$ cat src/rtl/lsu_wbu.sv
// Load/store unit merged with write-back: accepts one execute result at a time,
// performs an optional single-beat memory access, then retires it with a
// one-cycle register-file / CSR write and a retire pulse.
module lsu_wbu (
    input  logic        clock,
    input  logic        reset,
    input  logic        in_valid,
    output logic        in_ready,
    input  logic        in_men,
    input  logic        in_write,
    input  logic [31:0] in_addr,
    input  logic [31:0] in_wdata,
    input  logic [1:0]  in_mask,
    input  logic        in_rsign,
    input  logic [4:0]  in_ard,
    input  logic [31:0] in_rd,
    input  logic        in_gen,
    input  logic [11:0] in_acsr,
    input  logic [31:0] in_csr,
    input  logic        in_sen,
    output logic        mem_req_valid,
    input  logic        mem_req_ready,
    output logic        mem_req_write,
    output logic [31:0] mem_req_addr,
    output logic [31:0] mem_req_wdata,
    output logic [3:0]  mem_req_wstrb,
    input  logic        mem_resp_valid,
    input  logic [31:0] mem_resp_rdata,
    input  logic        mem_resp_err,
    output logic        gpr_wen,
    output logic [4:0]  gpr_waddr,
    output logic [31:0] gpr_wdata,
    output logic        csr_wen,
    output logic [11:0] csr_waddr,
    output logic [31:0] csr_wdata,
    output logic        wb_done,
    output logic        lsu_fault
);

    typedef enum logic [1:0] {IDLE, REQ, RESP, WB} state_t;

    state_t      state;

    logic        r_men;
    logic        r_write;
    logic [31:0] r_addr;
    logic [31:0] r_wdata;
    logic [1:0]  r_mask;
    logic        r_rsign;
    logic [4:0]  r_ard;
    logic [31:0] r_rd;
    logic        r_gen;
    logic [11:0] r_acsr;
    logic [31:0] r_csr;
    logic        r_sen;
    logic [31:0] r_rdata;

    logic        misaligned;
    logic [31:0] shifted_rdata;
    logic [31:0] load_data;

    // Alignment check on the incoming request; only memory accesses can fault this way
    always_comb begin
        misaligned = 1'b0;
        if (in_men) begin
            if (in_mask == 2'b10 && in_addr[0])
                misaligned = 1'b1;
            else if (in_mask == 2'b11 && in_addr[1:0] != 2'b00)
                misaligned = 1'b1;
        end
    end

    // Transaction FSM: captures the instruction, runs the bus handshake and pulses retire outputs
    always_ff @(posedge clock) begin
        if (reset) begin
            state         <= IDLE;
            in_ready      <= 1'b1;
            mem_req_valid <= 1'b0;
            gpr_wen       <= 1'b0;
            csr_wen       <= 1'b0;
            wb_done       <= 1'b0;
            lsu_fault     <= 1'b0;
            r_men         <= 1'b0;
            r_write       <= 1'b0;
            r_addr        <= 32'h0;
            r_wdata       <= 32'h0;
            r_mask        <= 2'b00;
            r_rsign       <= 1'b0;
            r_ard         <= 5'h0;
            r_rd          <= 32'h0;
            r_gen         <= 1'b0;
            r_acsr        <= 12'h0;
            r_csr         <= 32'h0;
            r_sen         <= 1'b0;
            r_rdata       <= 32'h0;
        end else begin
            case (state)
                IDLE: begin
                    if (in_valid) begin
                        r_men    <= in_men;
                        r_write  <= in_write;
                        r_addr   <= in_addr;
                        r_wdata  <= in_wdata;
                        r_mask   <= in_mask;
                        r_rsign  <= in_rsign;
                        r_ard    <= in_ard;
                        r_rd     <= in_rd;
                        r_gen    <= in_gen;
                        r_acsr   <= in_acsr;
                        r_csr    <= in_csr;
                        r_sen    <= in_sen;
                        r_rdata  <= 32'h0;
                        in_ready <= 1'b0;
                        if (!in_men || misaligned) begin
                            state     <= WB;
                            wb_done   <= 1'b1;
                            lsu_fault <= misaligned;
                            gpr_wen   <= in_gen && (in_ard != 5'd0) && !misaligned;
                            csr_wen   <= in_sen && !misaligned;
                        end else begin
                            state         <= REQ;
                            mem_req_valid <= 1'b1;
                        end
                    end
                end
                REQ: begin
                    if (mem_req_ready) begin
                        mem_req_valid <= 1'b0;
                        state         <= RESP;
                    end
                end
                RESP: begin
                    if (mem_resp_valid) begin
                        r_rdata   <= mem_resp_rdata;
                        state     <= WB;
                        wb_done   <= 1'b1;
                        lsu_fault <= mem_resp_err;
                        gpr_wen   <= r_gen && (r_ard != 5'd0) && !mem_resp_err && !r_write;
                        csr_wen   <= r_sen && !mem_resp_err;
                    end
                end
                WB: begin
                    state     <= IDLE;
                    in_ready  <= 1'b1;
                    wb_done   <= 1'b0;
                    lsu_fault <= 1'b0;
                    gpr_wen   <= 1'b0;
                    csr_wen   <= 1'b0;
                end
                default: begin
                    state    <= IDLE;
                    in_ready <= 1'b1;
                end
            endcase
        end
    end

    // Request fields come straight from captured state, so they hold steady while stalled
    always_comb begin
        mem_req_write = r_write;
        mem_req_addr  = {r_addr[31:2], 2'b00};
        mem_req_wdata = r_wdata << {r_addr[1:0], 3'b000};
        mem_req_wstrb = 4'b0000;
        if (r_write) begin
            case (r_mask)
                2'b01:   mem_req_wstrb = 4'b0001 << r_addr[1:0];
                2'b10:   mem_req_wstrb = 4'b0011 << {r_addr[1], 1'b0};
                2'b11:   mem_req_wstrb = 4'b1111;
                default: mem_req_wstrb = 4'b0000;
            endcase
        end
    end

    // Align the returned word to the accessed byte lane and extend to 32 bits
    always_comb begin
        shifted_rdata = r_rdata >> {r_addr[1:0], 3'b000};
        case (r_mask)
            2'b01:   load_data = {{24{r_rsign & shifted_rdata[7]}}, shifted_rdata[7:0]};
            2'b10:   load_data = {{16{r_rsign & shifted_rdata[15]}}, shifted_rdata[15:0]};
            default: load_data = shifted_rdata;
        endcase
    end

    // Write-back data paths; enables are the registered pulses from the FSM
    always_comb begin
        gpr_waddr = r_ard;
        gpr_wdata = (r_men && !r_write) ? load_data : r_rd;
        csr_waddr = r_acsr;
        csr_wdata = r_csr;
    end

endmodule

$ cat config.mk
export PLATFORM = sky130hd
export DESIGN_NAME = lsu_wbu
export DESIGN_NICKNAME = d
export VERILOG_FILES = /design/src/rtl/lsu_wbu.sv
export SDC_FILE = /design/constraint.sdc
export NUM_CORES = 1
export LEC_CHECK = 0
export ABC_AREA = 1
export CAP_MARGIN = 20
export CORE_UTILIZATION = 27
export DETAILED_ROUTE_END_ITERATION = 12
export GPL_TIMING_DRIVEN = 1
export PLACE_DENSITY = 0.53
export SLEW_MARGIN = 20
export SYNTH_ARGS = -nofsm -noshare
export SYNTH_HDL_FRONTEND = slang
export SYNTH_SLANG_ARGS = --single-unit
$ cat constraint.sdc
create_clock -name clock -period 4 [get_ports clock]
set_input_delay 0.6 -clock clock [delete_from_list [all_inputs] [get_ports clock]]
set_output_delay 0.6 -clock clock [all_outputs]
set_load 0.05 [all_outputs]
==> impl_metrics.env <==
export IMPL_outcome="completed"
export IMPL_tns_ns=0
export IMPL_ios=346
export IMPL_grt_pass1_vias=8945
export IMPL_htreeDepth=4
export IMPL_globalRouteOverflowTotal=0
export IMPL_area_growth_pct=45.55
export IMPL_viasPerCell=4.580
export IMPL_start_kind="register"
export IMPL_finalCritPeriodShare_pct=88.87
export IMPL_start_util_pct=27.63
export IMPL_power_leakage_nw=5.185
export IMPL_reg2reg_depth=8
export IMPL_cts_tree="built"
export IMPL_cts_resized_gates=0
export IMPL_synthTopCellsByArea="dfxtp_1 42%, nor2_1 14%, o21ai_0 12%"
export IMPL_grt_first_pass_wirelength_mm=50.82
export IMPL_period_minus_slack_ns=3.555
export IMPL_drcViolationCount=0
export IMPL_instances_no_fill=1993
export IMPL_path_clk_slew_ns=0.08
export IMPL_required_ns=3.40
export IMPL_ys_flop_type="dfxtp_1"
export IMPL_ys_seq_area_share_pct=42.43
export IMPL_ys_ff_latch=192
export IMPL_drive_above_1_share_pct=9.625
export IMPL_gp_congestion=0.9128
export IMPL_num_rows=66
export IMPL_nFillCells=3486
export IMPL_tightest_slew_ns=1.083
export IMPL_finalSetupViolations=0
export IMPL_clock_path_buffers=2
export IMPL_slew_headroom_pct=27.50
export IMPL_dpl_cell_count=1958
export IMPL_grt_start_max_net_pins=168
export IMPL_post_cts_buffers=0
export IMPL_synth_most_common_cell="nor2_1"
export IMPL_detail_route_antenna_nets=0
export IMPL_hold_viol=0
export IMPL_synthTopCellsByCount="328 x nor2_1, 212 x o21ai_0, 192 x dfxtp_1"
export IMPL_synth_area_um2=9059
export IMPL_crit_type="register to output pin"
export IMPL_ir_drop_mv=0.4336
export IMPL_path_max_fanout=46
export IMPL_yosys_area_top_type="dfxtp_1"
export IMPL_cap_violations=0
export IMPL_synth_cells=1282
export IMPL_arrival_ns=2.95
export IMPL_async_flop_share_pct=0
export IMPL_port_buffers=343
export IMPL_fmax_mhz=281.3
export IMPL_grt_setup_unrepaired="false"
export IMPL_die_h_um=185.2
export IMPL_postSynthAreaPerCell_um2=7.066
export IMPL_die_area_um2=34290
export IMPL_nNetsFinal=1734
export IMPL_drtIter0Drc=478
export IMPL_coreArea_um2=32780
export IMPL_fin_skew_ns=0.01276
export IMPL_synth_edf_count=0
export IMPL_yosys_area_top_type_share_pct=42.43
export IMPL_wirelength_mm=33.26
export IMPL_yosysWarnings=0
export IMPL_root_buffer="clkbuf_16"
export IMPL_synth_distinct_cells=32
export IMPL_dp_hpwl_mm=24.41
export IMPL_wl_per_cell_um=16.69
export IMPL_num_vias=9127
export IMPL_drv_slew=0
export IMPL_clock_sinks=192
export IMPL_clock_latency_ns=0.44
export IMPL_holdPathStages=2
export IMPL_numCtsBuffers=17
export IMPL_track_usage_pct=19.57
export IMPL_drt_pass1_iterations=5
export IMPL_die_w_um=185.2
export IMPL_cp_end_kind="output pin"
export IMPL_power_density_nw_per_um2=804.7
export IMPL_antenna_found_initial=9
export IMPL_holdBufCountCts=0
export IMPL_hp_class="register to register"
## routing by layer
metal | vias to the layer above | global-route usage, % | wire [um]
li1 | 4629 | - | -
met1 | 4147 | 23.01 | 13890
met2 | 302 | 31.97 | 15360
met3 | 37 | 8.651 | 3383
met4 | 12 | 5.620 | 547
met5 | - | 0 | 78
## per-stage QoR
step | hold slack, ns | utilization, % | setup WS (ns) | power (W) | instance area [um2]
finish | 0.4630 | 40.22 | 0.4452 | 0.01061 | 13190
global placement | 0.4391 | 38.21 | 1.017 | 0.008716 | 12530
CTS | 0.4613 | 40.20 | 0.4225 | 0.01071 | 13180
global route | 0.4810 | 40.20 | 0.2556 | 0.01124 | 13180
floorplan | 0.4472 | - | 1.338 | 0.006861 | 9062
detailed placement | 0.4504 | 38.21 | 0.9443 | 0.008742 | 12530
## path summary, 6_finish.rpt
path / slack, ns / to / start
worst min-delay path: 0.46 / mem_req_valid / mem_req_valid
worst min register to register: 0.46 / mem_req_valid / mem_req_valid
worst max register to register: 1.44 / r_rdata[15] / state[0]
worst max-delay path: 0.45 / gpr_wdata[0] / mem_req_write
## cells in the final DEF, fill, tap and decap left out, drive strengths merged, types with 3 or more instances in the layout
cell type / n
nor2: 331
bufinv: 5
clkinv: 4
nand2: 106
buf: 53
nand3: 71
diode: 3
a21oi: 58
a22oi: 23
a31oi: 18
inv: 86
o21ai: 214
ha: 9
clkbuf: 20
or2: 39
dfxtp: 192
clkdlybuf4s50: 301
nor3: 11
## report_power, final
group          internal [W]  switching, W
clock network       0.00113      0.000794
registers           0.00246      0.000362
logic               0.00185       0.00401
## sequential cells by signal, indices dropped and copies added (netlist names)
name	count
state	2
mem_req_write	1
mem_req_valid	1
r_mask	2
r_sen	1
csr_wen	1
csr_wdata	32
gpr_wen	1
in_ready	1
lsu_fault	1
wb_done	1
r_rd	32
r_men	1
r_rsign	1
r_rdata	32
csr_waddr	12
r_gen	1
r_addr	32
r_wdata	32
gpr_waddr	5
## cells by family after synthesis
kind of cell             after synthesis  share of synthesized area [%]
other                                  1                        0.04140
AO/OA/AOI/OAI                        314                          18.62
buffers and inverters                206                          11.02
AND/OR/NAND/NOR                      560                          26.64
adder cells (fa/ha/maj)                9                          1.243
flip-flops                           192                          42.43
## worst max-delay path: stages, from the launching register on
cell             delay [ns]
dfxtp_1                0.33
inv_2                  0.08
nand2_2                0.23
inv_2                  0.60
nor2_1                 0.09
a31oi_1                0.30
clkdlybuf4s50_1        0.87
## final cells by class
class                      instances  area [um2]  area share (%)
multi-input combinational        885        4228           32.06
sequential                       192        3845           29.16
timing repair buffer             354        3573           27.10
tap                              442       553.0           4.194
clock buffer                      20       446.7           3.388
inverter                          85       326.6           2.477
clock inverter                    12       205.2           1.556
antenna                            3       7.507         0.05694
Power figures use the tool's default switching activity.
